File: src/rtl/fetch_stage.sv
// Instruction fetch stage: owns the PC, addresses word-indexed instruction memory,
// and registers the returned instruction into a valid/ready IF/ID output register.
module fetch_stage #(
  parameter int unsigned                  PC_WIDTH_LENGTH   = 32,
  parameter int unsigned                  INST_WIDTH_LENGTH = 32,
  parameter logic [PC_WIDTH_LENGTH-1:0]   RESET_PC          = '0,
  parameter logic [INST_WIDTH_LENGTH-1:0] NOP_INST          = INST_WIDTH_LENGTH'(32'h00000013)
) (
  input  logic                         clk,
  input  logic                         rst,
  output logic [PC_WIDTH_LENGTH-1:0]   imem_addr,
  input  logic [INST_WIDTH_LENGTH-1:0] imem_data,
  input  logic                         redirect_valid,
  input  logic [PC_WIDTH_LENGTH-1:0]   redirect_pc,
  output logic                         out_valid,
  input  logic                         out_ready,
  output logic [PC_WIDTH_LENGTH-1:0]   out_pc,
  output logic [PC_WIDTH_LENGTH-1:0]   out_pc_plus4,
  output logic [INST_WIDTH_LENGTH-1:0] out_inst,
  output logic                         out_misaligned
);

  logic [PC_WIDTH_LENGTH-1:0] pc;
  logic [PC_WIDTH_LENGTH-1:0] pc_plus4;
  logic                       pc_misaligned;
  logic                       take;

  // Memory is word-indexed: drop the byte offset and zero-extend.
  assign imem_addr     = {2'b00, pc[PC_WIDTH_LENGTH-1:2]};
  assign pc_plus4      = pc + PC_WIDTH_LENGTH'(4);
  assign pc_misaligned = |pc[1:0];
  assign take          = !out_valid || out_ready;

  always_ff @(posedge clk or posedge rst) begin
    if (rst) begin
      pc             <= RESET_PC;
      out_valid      <= 1'b0;
      out_pc         <= '0;
      out_pc_plus4   <= '0;
      out_inst       <= NOP_INST;
      out_misaligned <= 1'b0;
    end else if (redirect_valid) begin
      // Wrong-path entry is dropped; data fields are left as they were.
      pc        <= redirect_pc;
      out_valid <= 1'b0;
    end else if (take) begin
      pc             <= pc_plus4;
      out_valid      <= 1'b1;
      out_pc         <= pc;
      out_pc_plus4   <= pc_plus4;
      out_inst       <= pc_misaligned ? NOP_INST : imem_data;
      out_misaligned <= pc_misaligned;
    end
  end

endmodule
File: config.mk
export PLATFORM = sky130hd
export DESIGN_NAME = fetch_stage
export DESIGN_NICKNAME = d
export VERILOG_FILES = /design/src/rtl/fetch_stage.sv
export SDC_FILE = /design/constraint.sdc
export NUM_CORES = 1
export LEC_CHECK = 0
export ABC_CLOCK_PERIOD_IN_PS = 4700
export BUFFER_PORTS_ARGS = -buffer_cell sky130_fd_sc_hd__buf_2
export CAP_MARGIN = 20
export CELL_PAD_IN_SITES_DETAIL_PLACEMENT = 1
export CELL_PAD_IN_SITES_GLOBAL_PLACEMENT = 1
export CORE_MARGIN = 1
export CORE_UTILIZATION = 38
export CTS_BUF_LIST = sky130_fd_sc_hd__clkbuf_16
export DETAILED_ROUTE_END_ITERATION = 10
export GPL_TIMING_DRIVEN = 0
export PLACE_DENSITY_LB_ADDON = 0.25
export SETUP_SLACK_MARGIN = 0.02
export SYNTH_ARGS = -nofsm -noshare
export SYNTH_HDL_FRONTEND = slang
export SYNTH_SLANG_ARGS = --single-unit
File: constraint.sdc
create_clock -name clk -period 4.7 [get_ports clk]
set_clock_uncertainty 0.1 [all_clocks]
set_input_delay 0.235 -clock clk [delete_from_list [all_inputs] [get_ports clk]]
set_output_delay 0.235 -clock clk [all_outputs]
set_load 0.03 [all_outputs]
### After elaboration in Yosys (flattened, before gate mapping)

Index checks and enable logic that the tools add are counted.

* register bits after elaboration: 130
* input bits: 68
* output and inout port bits: 130
* logic and storage cells: 18

* add/subtract/negate cells: 1
* muxes and demuxes: 5
* bitwise logic cells: 1
* reduce and logical (&&, ||, !) cells: 5

Operator list (count)
* $mux W32: 3
* $add A32 B3 Y32 const B: 1
* $mux W1: 2
* $reduce_and A2 Y1: 1
* $reduce_bool A2 Y1: 1
* $reduce_or A2 Y1: 1
* $logic_not A1 Y1: 1
* $logic_or A1 B1 Y1: 1
* $not A1 Y1: 1

### Logic depth before layout (Yosys ltp)

* word-level depth: 4
* gate-level depth with buffers: 7

### Worst setup path after synthesis

Ideal clock, no wire load.

* kind: reg-to-reg
* start point: register pc[2]
* end point: register pc[26]
* library setup time: 0.076 ns
* data arrival time: 1.738 ns
* slack: 2.785 ns
* cell stages (with the launch flop): 7
* buffers on the path: 0
* clock period less this slack: 1.915 ns
* path through: dfrtp_1 -> ha_1 -> nand4_4 -> nor4_4 -> nand3_1 -> xor2_1 -> o21ai_1

* word-level cells in the longest chain between the ends: 3

RTL lines
* start, declared: RTL line 23 `logic [PC_WIDTH_LENGTH-1:0] pc;`
* start signal, assigned: RTL line 44 `pc <= redirect_pc;`
* start signal, assigned: RTL line 47 `pc <= pc_plus4;`
* $add A32 B3 Y32: RTL line 30 `assign pc_plus4 = pc + PC_WIDTH_LENGTH'(4);`
* $mux W32: RTL line 46 `end else if (take) begin`
* $mux W32: RTL line 42 `end else if (redirect_valid) begin`

No other way between the ends. The select of a mux whose other input is x is not followed.
A chain may end at the register's enable or synchronous reset.

### Worst setup path in the final report

* start point: register pc[3]
* end point: register pc[30]

Same word-level chain as after synthesis.

==> impl_metrics.toml <==
[synth]
synthesis.area_sq_um = 6055
synth_seq_cells = 128
ys_types = 43
yosys_warnings = 0
synthCells = 617
synth.avg_cell_area_sq_um = 9.813
yosysSeqAreaShare_pct = 52.97
synth-edff-count = 0
synth-main-ff-cell = "dfrtp_1"
ys_async_sr_fraction_pct = 100.0

[sta]
fin_crit_sh_pct = 50.53
max_slew.worst_pin.slew_ns = 0.6883
rsz0062_at_grt = "false"
period_needed_ns = 2.375
hold_viol_final = 0
slew_headroom_pct = 53.86
setup_viol = 0
max_clock_freq_ghz = 0.4210
setup_tns_ns = 0
drv_slew = 0

[setup_path]
critPathCaptureType = "register"
slowest_delay_ns = 0.58
path_class = "register to register"
worstPathCellList = "ha_1 > nand4_4 > nor4_4 > nand3_1 > xor2_1 > o21ai_1"
critPathTopFamily = "simple AND/OR/NAND/NOR gates"
cp-start-kind = "register"
slowest_stage = "nor4_4"
crit_required_ns = 4.89
crit_path_max_fanout = 7
arrival_ns = 2.56
crit_buf_inv = 0

[floorplanning]
core_sq_um = 15370
initial_core_util_pct = 39.39
rows = 45
dieArea_sq_um = 16440
num_io_pins = 198
die_h_um = 128.2
fp.dieW_um = 128.2

[pwr]
finalPower_mw = 3.586
peakVddDrop_mv = 0.2393
powerDensity_nw_per_um2 = 418.4
power_leakage_nw = 4.267

[finish]
layout-drive-gt1-share_pct = 32.67
nFillCells = 1812
area_growth_pct = 41.58
fin_util_pct = 55.77
diodes = 0
nets = 965

[clock_network]
clk-insertion-delay-late_ns = 0.42
numCtsBuffers = 17
cts_sinks = 128
cts_tree = "yes"
post_cts_buffers = 0
clk_pin_slew_worst_paths_ns = 0.06
ctsHtreeMaxLevel = 4
clockRootBuffer = "clkbuf_16"
clockBufferDepth = 2

[drt]
firstDrtPassIters = 4
vias_per_cell = 5.000
antenna_left = 0
first_iter_violations = 298
wl_per_cell_um = 19.00
post-route-drc-count = 0
vias = 5600
finalWirelength_um = 21280

[global_routing]
grt_pass1_wl_um = 33270
grt_max_degree = 94
grt_antenna_before_repair = 0
grt.overflow.total = 0
gr-usage-all-layers_pct = 27.20
grt_pass1_vias = 6033

[place]
gp_congestion = 0.7909
dp_hpwl_um = 13810
io_buffers = 194

[job]
maxCapViolations = 0

[run_status]
status = "complete, no violations"

[min_path]
hp-class = "input pin to register"
## logic make-up after synthesis
logic type | after synthesis | share of synthesized area, %
fa+ha+maj | 1 | 0.2066
simple gates | 250 | 20.36
xor+xnor | 56 | 8.101
buf+inv | 83 | 7.811
compound gates | 95 | 9.961
flops | 128 | 52.97
other cells | 1 | 0.06194
mux | 3 | 0.5373
## worst paths after layout
kind / startpoint / depth (start not counted) / slack (ns) / to
setup reg to reg: pc[3] / 6 / 2.32 / pc[30]
setup / recovery: pc[3] / 6 / 2.32 / pc[30]
hold / removal: redirect_valid / 2 / 0.05 / out_valid
min in group asynchronous: rst / 3 / 0.25 / out_inst[20]
max in group asynchronous: rst / 4 / 3.46 / out_pc_plus4[23]
hold reg to reg: out_pc_plus4[18] / 2 / 0.37 / out_pc_plus4[18]
## cells in the mapped netlist, types with 2 or more instances
master | count | area [sq um]
nand2_1 | 168 | 630.6
dfrtp_1 | 125 | 3128
o21ai_0 | 44 | 220.2
buf_4 | 36 | 270.3
xor2_1 | 35 | 306.5
a22o_1 | 29 | 254.0
nand3_1 | 29 | 145.1
clkbuf_1 | 24 | 90.09
xnor2_1 | 21 | 183.9
o21ai_1 | 16 | 80.08
nor2_1 | 13 | 48.80
buf_2 | 12 | 60.06
nand4_1 | 7 | 43.79
nor3_1 | 7 | 35.03
inv_1 | 4 | 15.01
nor4_1 | 4 | 25.02
nor4_4 | 4 | 85.08
clkbuf_2 | 3 | 15.01
dfstp_2 | 3 | 78.83
nand4_2 | 3 | 37.54
nor3_4 | 3 | 48.80
o22a_1 | 3 | 26.28
buf_1 | 2 | 7.510
mux2_2 | 2 | 22.52
nand4_4 | 2 | 42.54
## power breakdown
| part | internal, mW | switching [mW] |
|---|---|---|
| logic | 0.288 | 0.574 |
| clock network | 0.876 | 0.508 |
| registers | 1.24 | 0.104 |
| total | 2.40 | 1.19 |
## final cells by class
cell class / count / area [sq um] / area share (%)
plain buffers: 78 / 454.2 / 5.299
well taps: 211 / 264.0 / 3.080
inverters: 5 / 23.77 / 0.2773
multi-input cells: 407 / 2379 / 27.75
clock inverters: 15 / 180.2 / 2.102
repair buffers: 259 / 1639 / 19.12
flip-flops and latches: 128 / 3207 / 37.41
clock buffers: 17 / 425.4 / 4.963
## metrics by stage
stage	hold slack, ns	std cells	cell area (sq um)	setup slack, ns
after floorplan	0.2560	618	6058	0.9573
after global placement	0.3465	1023	7293	-0.5185
after detailed placement	0.1512	1024	7326	2.332
after CTS	0.02565	1120	8572	2.306
after global routing	0.03429	1120	8572	2.138
final	0.05298	1120	8572	2.325
## routing by layer
layer  track usage, %  wire length (um)
met1            33.76              8883
met5                0                 0
met4            12.25               636
met3            5.426               922
met2            45.72             10840
## what timing repair did
item / 4_1_cts / 5_1_grt
endpoints found under the hold margin: 98 / 0
hold buffers: 64 / 0
setup endpoints to repair: 0 / 0
gates resized for setup: 0 / 0
## cell usage in the layout (no fill, tap or decap), drive strengths merged
cell         instances
or3                  1
nand3               31
nor2                13
nor3                11
clkinv               5
xor2                35
o21ai               60
nand2              168
and2                 1
a211o                1
mux2                 2
dlygate4sd3         64
xnor2               21
conb                 2
dfrtp              125
o21a                 1
nor4                 9
clkbuf              44
mux2i                1
and3                 1
and4                 1
nand2b               1
nor2b                1
bufinv               4
ha                   1
buf                246
a31oi                1
inv                  8
o22a                 3
nand4               12
a22o                29
dfstp                3
clkinvlp             3
## registers in the layout, summed over array words and instances (netlist names)
| register | cells |
|---|---|
| out_valid | 1 |
| out_pc_plus4 | 30 |
| pc | 32 |
| out_misaligned | 1 |
| out_inst | 32 |
| out_pc | 32 |
(Power assumes the default switching activity.)
